==> src/rtl/poly_pkg.sv <==
// -----------------------------------------------------------------------------
// poly_pkg
// Shared constants, types and index helpers for the 4-BFU, 1024-coefficient
// poly-multiplier datapath.
//   - mode encodings carried on the 3-bit conf bus
//   - ring size constants
//   - per-BFU index record and write-back delay-line payload
//   - index arithmetic helpers used by the address generator
// -----------------------------------------------------------------------------
package poly_pkg;

    localparam logic [2:0] CONF_NTT  = 3'd1;
    localparam logic [2:0] CONF_PWM  = 3'd2;
    localparam logic [2:0] CONF_INTT = 3'd3;

    localparam int N_COEF  = 1024;
    localparam int LOG_N   = 10;
    localparam int BFU_NUM = 4;
    localparam int IDX_W   = 10;

    // Highest legal stage number (LOG_N - 1).
    localparam logic [3:0] STAGE_MAX = 4'd9;

    // One butterfly's read/twiddle indices.
    typedef struct packed {
        logic [IDX_W-1:0] top;
        logic [IDX_W-1:0] bot;
        logic [IDX_W-1:0] tw;
    } bfu_idx_t;

    // Payload carried from the read side to the write-back side.
    typedef struct packed {
        logic                       valid;
        logic [BFU_NUM*IDX_W-1:0]   top;
        logic [BFU_NUM*IDX_W-1:0]   bot;
        logic                       bank;
    } wb_entry_t;

    // Butterfly b of an NTT/INTT cycle at stage p, group k, offset block i.
    // Arithmetic is 11 bits wide and the result is truncated to IDX_W.
    // For J >= 4 the four butterflies share one group; for J < 4 the four
    // butterflies straddle several groups, so k is re-expanded into m = 4k+b.
    function automatic bfu_idx_t ntt_bfu_idx(input logic [3:0] p,
                                             input logic [8:0] k,
                                             input logic [8:0] i,
                                             input logic [1:0] b);
        logic [10:0] j_s;
        logic [10:0] m_s;
        logic [10:0] off_s;
        logic [10:0] top_s;
        logic [10:0] bot_s;
        logic [10:0] tw_s;
        bfu_idx_t    res_s;
        j_s = 11'd1 << p;
        m_s = {k, 2'b00} + {9'd0, b};
        if (p >= 4'd2) begin
            off_s = {i, 2'b00} + {9'd0, b};
            top_s = ({2'b00, k} << (p + 4'd1)) + off_s;
        end else begin
            off_s = m_s & (j_s - 11'd1);
            top_s = ((m_s >> p) << (p + 4'd1)) + off_s;
        end
        bot_s     = top_s + j_s;
        tw_s      = j_s + off_s;
        res_s.top = IDX_W'(top_s);
        res_s.bot = IDX_W'(bot_s);
        res_s.tw  = IDX_W'(tw_s);
        return res_s;
    endfunction

    // Butterfly b of a point-wise multiply cycle: adjacent coefficient pairs.
    function automatic bfu_idx_t pwm_bfu_idx(input logic [6:0] cnt,
                                             input logic [1:0] b);
        bfu_idx_t res_s;
        res_s.top = {cnt, 3'b000} + {7'd0, b, 1'b0};
        res_s.bot = {cnt, 3'b000} + {7'd0, b, 1'b1};
        res_s.tw  = {IDX_W{1'b0}};
        return res_s;
    endfunction

endpackage

==> src/rtl/addr_delay_line.sv <==
// -----------------------------------------------------------------------------
// addr_delay_line
// Fixed-depth shift register that shifts every cycle; used to carry read-side
// indices to the write-back side after the butterfly pipeline latency.
// Ports:
//   clk  - clock
//   clr  - synchronous active-high clear of every stage
//   din  - WIDTH-bit entry captured each cycle
//   dout - entry captured DEPTH cycles earlier (registered)
// -----------------------------------------------------------------------------
module addr_delay_line #(
    parameter int WIDTH = 82,
    parameter int DEPTH = 11
) (
    input  logic             clk,
    input  logic             clr,
    input  logic [WIDTH-1:0] din,
    output logic [WIDTH-1:0] dout
);

    logic [WIDTH-1:0] stage_r [DEPTH];

    // Shift chain; clear wipes all in-flight entries so no stale data escapes.
    always_ff @(posedge clk) begin
        if (clr) begin
            for (int s = 0; s < DEPTH; s++) begin
                stage_r[s] <= {WIDTH{1'b0}};
            end
        end else begin
            stage_r[0] <= din;
            for (int s = 1; s < DEPTH; s++) begin
                stage_r[s] <= stage_r[s-1];
            end
        end
    end

    assign dout = stage_r[DEPTH-1];

endmodule

==> src/rtl/ntt_addr_gen.sv <==
// -----------------------------------------------------------------------------
// ntt_addr_gen
// Per-cycle coefficient/twiddle address generator for four butterflies.
// Takes the control FSM loop indices and produces registered read and twiddle
// indices, plus write-back indices delayed by the butterfly latency.
// Ports:
//   clk, rst            - clock, synchronous active-high reset
//   conf                - 1 NTT, 2 PWM, 3 INTT, others idle
//   valid_in            - loop indices valid
//   p, k, i             - stage, group, offset block
//   cnt_addr_gen        - linear counter for PWM
//   a_flag_neg          - ping-pong bank select
//   rd_valid, rd_top_idx, rd_bot_idx, tw_idx, rd_bank - read side (1 cycle)
//   wr_valid, wr_top_idx, wr_bot_idx, wr_bank         - read side delayed LAT
//   err                 - sticky illegal-stage flag
// BFU b occupies bits [IDX_W*b +: IDX_W] of every packed index bus.
// -----------------------------------------------------------------------------
module ntt_addr_gen #(
    parameter int BFU_NUM = 4,
    parameter int IDX_W   = 10,
    parameter int LAT     = 11
) (
    input  logic                     clk,
    input  logic                     rst,
    input  logic [2:0]               conf,
    input  logic                     valid_in,
    input  logic [3:0]               p,
    input  logic [8:0]               k,
    input  logic [8:0]               i,
    input  logic [6:0]               cnt_addr_gen,
    input  logic                     a_flag_neg,
    output logic                     rd_valid,
    output logic [BFU_NUM*IDX_W-1:0] rd_top_idx,
    output logic [BFU_NUM*IDX_W-1:0] rd_bot_idx,
    output logic [BFU_NUM*IDX_W-1:0] tw_idx,
    output logic                     rd_bank,
    output logic                     wr_valid,
    output logic [BFU_NUM*IDX_W-1:0] wr_top_idx,
    output logic [BFU_NUM*IDX_W-1:0] wr_bot_idx,
    output logic                     wr_bank,
    output logic                     err
);

    import poly_pkg::*;

    localparam int BUS_W = BFU_NUM * IDX_W;
    localparam int WB_W  = $bits(wb_entry_t);

    logic             rd_valid_r;
    logic [BUS_W-1:0] rd_top_r;
    logic [BUS_W-1:0] rd_bot_r;
    logic [BUS_W-1:0] tw_r;
    logic             rd_bank_r;
    logic             err_r;

    logic             rd_valid_nxt_s;
    logic [BUS_W-1:0] rd_top_nxt_s;
    logic [BUS_W-1:0] rd_bot_nxt_s;
    logic [BUS_W-1:0] tw_nxt_s;
    logic             err_nxt_s;
    bfu_idx_t         bfu_s;

    wb_entry_t        wb_in_s;
    wb_entry_t        wb_out_s;

    // Next read indices: hold last values unless a legal, valid cycle arrives.
    always_comb begin
        rd_valid_nxt_s = 1'b0;
        rd_top_nxt_s   = rd_top_r;
        rd_bot_nxt_s   = rd_bot_r;
        tw_nxt_s       = tw_r;
        err_nxt_s      = err_r;
        bfu_s          = '0;
        case (conf)
            CONF_NTT, CONF_INTT: begin
                if (valid_in == 1'b0) begin
                    rd_valid_nxt_s = 1'b0;
                end else if (p > STAGE_MAX) begin
                    // Illegal stage: flag it, drop the cycle, keep old indices.
                    err_nxt_s = 1'b1;
                end else begin
                    rd_valid_nxt_s = 1'b1;
                    for (int b = 0; b < BFU_NUM; b++) begin
                        bfu_s = ntt_bfu_idx(p, k, i, 2'(b));
                        rd_top_nxt_s[b*IDX_W +: IDX_W] = bfu_s.top;
                        rd_bot_nxt_s[b*IDX_W +: IDX_W] = bfu_s.bot;
                        tw_nxt_s[b*IDX_W +: IDX_W]     = bfu_s.tw;
                    end
                end
            end
            CONF_PWM: begin
                if (valid_in == 1'b1) begin
                    rd_valid_nxt_s = 1'b1;
                    for (int b = 0; b < BFU_NUM; b++) begin
                        bfu_s = pwm_bfu_idx(cnt_addr_gen, 2'(b));
                        rd_top_nxt_s[b*IDX_W +: IDX_W] = bfu_s.top;
                        rd_bot_nxt_s[b*IDX_W +: IDX_W] = bfu_s.bot;
                        tw_nxt_s[b*IDX_W +: IDX_W]     = bfu_s.tw;
                    end
                end else begin
                    rd_valid_nxt_s = 1'b0;
                end
            end
            default: begin
                rd_valid_nxt_s = 1'b0;
            end
        endcase
    end

    // Read-side output registers; reset clears everything including err.
    always_ff @(posedge clk) begin
        if (rst) begin
            rd_valid_r <= 1'b0;
            rd_top_r   <= {BUS_W{1'b0}};
            rd_bot_r   <= {BUS_W{1'b0}};
            tw_r       <= {BUS_W{1'b0}};
            rd_bank_r  <= 1'b0;
            err_r      <= 1'b0;
        end else begin
            rd_valid_r <= rd_valid_nxt_s;
            rd_top_r   <= rd_top_nxt_s;
            rd_bot_r   <= rd_bot_nxt_s;
            tw_r       <= tw_nxt_s;
            rd_bank_r  <= a_flag_neg;
            err_r      <= err_nxt_s;
        end
    end

    // Pack the registered read side into one write-back entry.
    always_comb begin
        wb_in_s.valid = rd_valid_r;
        wb_in_s.top   = rd_top_r;
        wb_in_s.bot   = rd_bot_r;
        wb_in_s.bank  = rd_bank_r;
    end

    addr_delay_line #(
        .WIDTH (WB_W),
        .DEPTH (LAT)
    ) u_wb_delay (
        .clk  (clk),
        .clr  (rst),
        .din  (wb_in_s),
        .dout (wb_out_s)
    );

    assign rd_valid   = rd_valid_r;
    assign rd_top_idx = rd_top_r;
    assign rd_bot_idx = rd_bot_r;
    assign tw_idx     = tw_r;
    assign rd_bank    = rd_bank_r;
    assign err        = err_r;

    assign wr_valid   = wb_out_s.valid;
    assign wr_top_idx = wb_out_s.top;
    assign wr_bot_idx = wb_out_s.bot;
    assign wr_bank    = wb_out_s.bank;

endmodule

==> config.mk <==
export PLATFORM = sky130hd
export DESIGN_NAME = ntt_addr_gen
export DESIGN_NICKNAME = d
export VERILOG_FILES = /design/src/rtl/poly_pkg.sv /design/src/rtl/addr_delay_line.sv /design/src/rtl/ntt_addr_gen.sv
export SDC_FILE = /design/constraint.sdc
export NUM_CORES = 1
export LEC_CHECK = 0
export ABC_CLOCK_PERIOD_IN_PS = 6900
export BUFFER_PORTS_ARGS = -buffer_cell sky130_fd_sc_hd__buf_2
export CAP_MARGIN = 0
export CORE_MARGIN = 2
export CORE_UTILIZATION = 40
export CTS_BUF_LIST = sky130_fd_sc_hd__clkbuf_16
export CTS_CLUSTER_DIAMETER = 40
export CTS_CLUSTER_SIZE = 20
export DETAILED_ROUTE_END_ITERATION = 6
export SLEW_MARGIN = 20
export SYNTH_ARGS = -nofsm -noshare
export SYNTH_HDL_FRONTEND = slang
export SYNTH_SLANG_ARGS = --single-unit
==> constraint.sdc <==
create_clock -name clk -period 6.9 [get_ports clk]
set_clock_uncertainty 0.2 [all_clocks]
set_input_delay 1.035 -clock clk [delete_from_list [all_inputs] [get_ports clk]]
set_output_delay 1.035 -clock clk [all_outputs]
set_load 0.1 [all_outputs]
==> results_dict.tcl <==
set metrics [dict create \
    start_util 0.402 \
    met1Wirelength_um 36300 \
    drt-total-wl_um 81200 \
    crit_path_end_kind "flip-flop" \
    hold_viol_final 0 \
    cts_buffers 104 \
    arrival_ns 6.40 \
    rrSetupSlack_ns 5.63 \
    syn_nets 3400 \
    syn_inst 3265 \
    drive_gt1_frac 0.175 \
    cts_resized 0 \
    postSynthAreaPerCell_um2 10.7 \
    finalCritPeriodShare 0.881 \
    wl_met2_um 36100 \
    worstMarginPinSlew_ns 1.22 \
    clkTransAtPathRegs_ns 0.06 \
    holdWs_ns 0.212 \
    wire_per_inst_um 16.8 \
    top_layer "met4" \
    syn-cell-area_um2 34800 \
    critPathRequiredTime_ns 7.22 \
    mostFrequentLayoutCells "dfxtp_1, nor2b_1, buf_2" \
    synth_edf_count 0 \
    grt_pass1_vias 20500 \
    syn2layout_area_growth_pct 20.0 \
    status "completed" \
    io_pins 241 \
    max_freq_mhz 165 \
    post_cts_buffers 0 \
    nets 3738 \
    hold_class "reg2reg" \
    cts_tree "yes" \
    dp.cells 4652 \
    gp_congestion 0.949 \
    slew_headroom 0.179 \
    synth_top_cell_by_area "dfxtp_1" \
    timing.setup.tns_ns 0 \
    min_period_ns 6.08 \
    fin_cells 4845 \
    grt_overflow 0 \
    synth_top_area_share 0.588 \
    criticalPathCategory "in2reg" \
    die-area_um2 89400 \
    critPathMaxFanout 5 \
    layout_commonest_cell "dfxtp_1" \
    yosys_warnings 0 \
    dp_hpwl_um 59700 \
    vias_per_cell 4.46 \
    cts_buffer_depth 3 \
    setup_viol_count_final 0 \
    drv_cap 0 \
    synth_seq_cells 1023 \
    die_h_um 299 \
    groute.usage.overall 0.178 \
    grt_max_degree 259 \
    fillers 8095 \
    port_buffers 239 \
    synthFlopType "dfxtp_1" \
    irDropWorstVdd_v 0.000200 \
    cpLargestDelayFamily "compound AO/OA/AOI/OAI gates" \
    root_buffer "clkbuf_16" \
    cpPeakStageDelay_ns 0.46 \
    first_iter_violations 1091 \
    slowest_stage "a221oi_1" \
    fp.coreArea_um2 86500 \
    cts_sinks 1023 \
    rsz0062_at_grt "false" \
    grt_pass1_wl_um 122000 \
    antenna_found_initial 3 \
    power_leakage_nw 17.7 \
    ys_types 89 \
    h-tree-depth 3 \
    die_width_um 299 \
    route.met3.wl_um 4860 \
    drc 0 \
    via_count 21600 \
    ant_nets 0 \
    std_cell_rows 108 \
    synthArstFlopShare 0 \
    start_kind "primary input" \
    cp_num_buf_inv 1 \
    yosysSeqAreaShare 0.588 \
    synthTopCellsByArea "dfxtp_1, nor2b_1, ha_1" \
    insertion_delay_ns 0.66 \
    cpMostUsedCell "o21ai_0" \
    slew_violations 0 \
    power_density_nw_per_um2 320 \
    cts-hold-fix-buffers 0 \
    drt_pre_antenna_iters 5 \
]
-- where the power goes --
| part | internal, W | switching (W) |
|---|---|---|
| clock network | 0.00330 | 0.00242 |
| logic | 0.000544 | 0.00106 |
| registers | 0.00598 | 0.0000467 |
-- flip-flops by register name, summed over array words and instances (netlist names) --
signal,count
err,1
tw_idx,38
rd_top_idx,40
u_wb_delay.stage_r,902
rd_bot_idx,40
rd_bank,1
rd_valid,1
-- final timing paths --
| kind | endpoint | cells after the start | startpoint |
|---|---|---|---|
| min | u_wb_delay.stage_r[1][65] | 1 | u_wb_delay.stage_r[0][147] |
| min reg2reg | u_wb_delay.stage_r[1][65] | 1 | u_wb_delay.stage_r[0][147] |
| max reg2reg | rd_bot_idx[39] | 3 | rd_bot_idx[39] |
| max | rd_bot_idx[39] | 25 | p[0] |
-- synthesized netlist by cell type, drive strengths merged (8+ instances only) --
cell type	count
mux2i	21
mux2	16
a21oi	117
xor2	38
nor3	20
o21bai	13
a31oi	19
o22a	12
o22ai	10
dfxtp	1023
nand3	24
ha	89
o21a	20
fa	10
inv	56
nor2b	920
a21o	24
xnor2	81
buf	18
o211ai	10
clkbuf	163
a2bb2oi	12
nand2	150
nor2	109
a22o	16
o31ai	10
nand2b	10
and2	22
o21ai	99
a21boi	10
or2	8
-- cell type report --
type                    count  area, um^2  share of cell area
flip-flops and latches   1023       20500               0.491
multi-input cells        2003       13400               0.321
clock buffers             107        2680              0.0641
repair buffers            413        2560              0.0614
well taps                1155        1450              0.0346
clock inverters            85         963              0.0231
inverters                  58         218             0.00522
diodes                      1        2.50           0.0000599
-- per-layer routing --
layer | vias up | GRT usage
met2 | 493 | 0.278
li1 | 11300 | -
met5 | - | 0
met1 | 9669 | 0.230
met4 | 0 | 0.0952
met3 | 153 | 0.0401
-- worst reg2reg max path: cells and delay by family (launching register included) --
kind             cells  cell delay (ns)
AO/OA/AOI/OAI        1             0.17
AND/OR/NAND/NOR      2             0.37
flip-flops           1             0.41
-- stage by stage --
stage / power, W / util / setup WS (ns) / instance area (um^2)
2_1_floorplan: 0.00720 / - / 0.209 / 34800
3_3_place_gp: 0.00777 / 0.441 / 0.203 / 38100
3_5_place_dp: 0.00776 / 0.441 / 0.189 / 38100
4_1_cts: 0.0135 / 0.483 / 0.883 / 41700
5_1_grt: 0.0139 / 0.483 / 0.542 / 41700
6_report: 0.0134 / 0.483 / 0.822 / 41700
-- cell families (layout without fill, tap and decap cells) --
family | Yosys count | count (layout) | share of synthesized area
AND/OR/NAND/NOR | 1298 | 1298 | 0.215
flip-flops | 1023 | 1023 | 0.588
AO/OA/AOI/OAI | 438 | 438 | 0.0835
buffers and inverters | 239 | 663 | 0.0273
XOR/XNOR | 121 | 121 | 0.0319
adder cells (fa/ha/maj) | 103 | 103 | 0.0389
multiplexers | 43 | 43 | 0.0151
other | 0 | 1 | 0
Power figures use the tool's default switching activity.
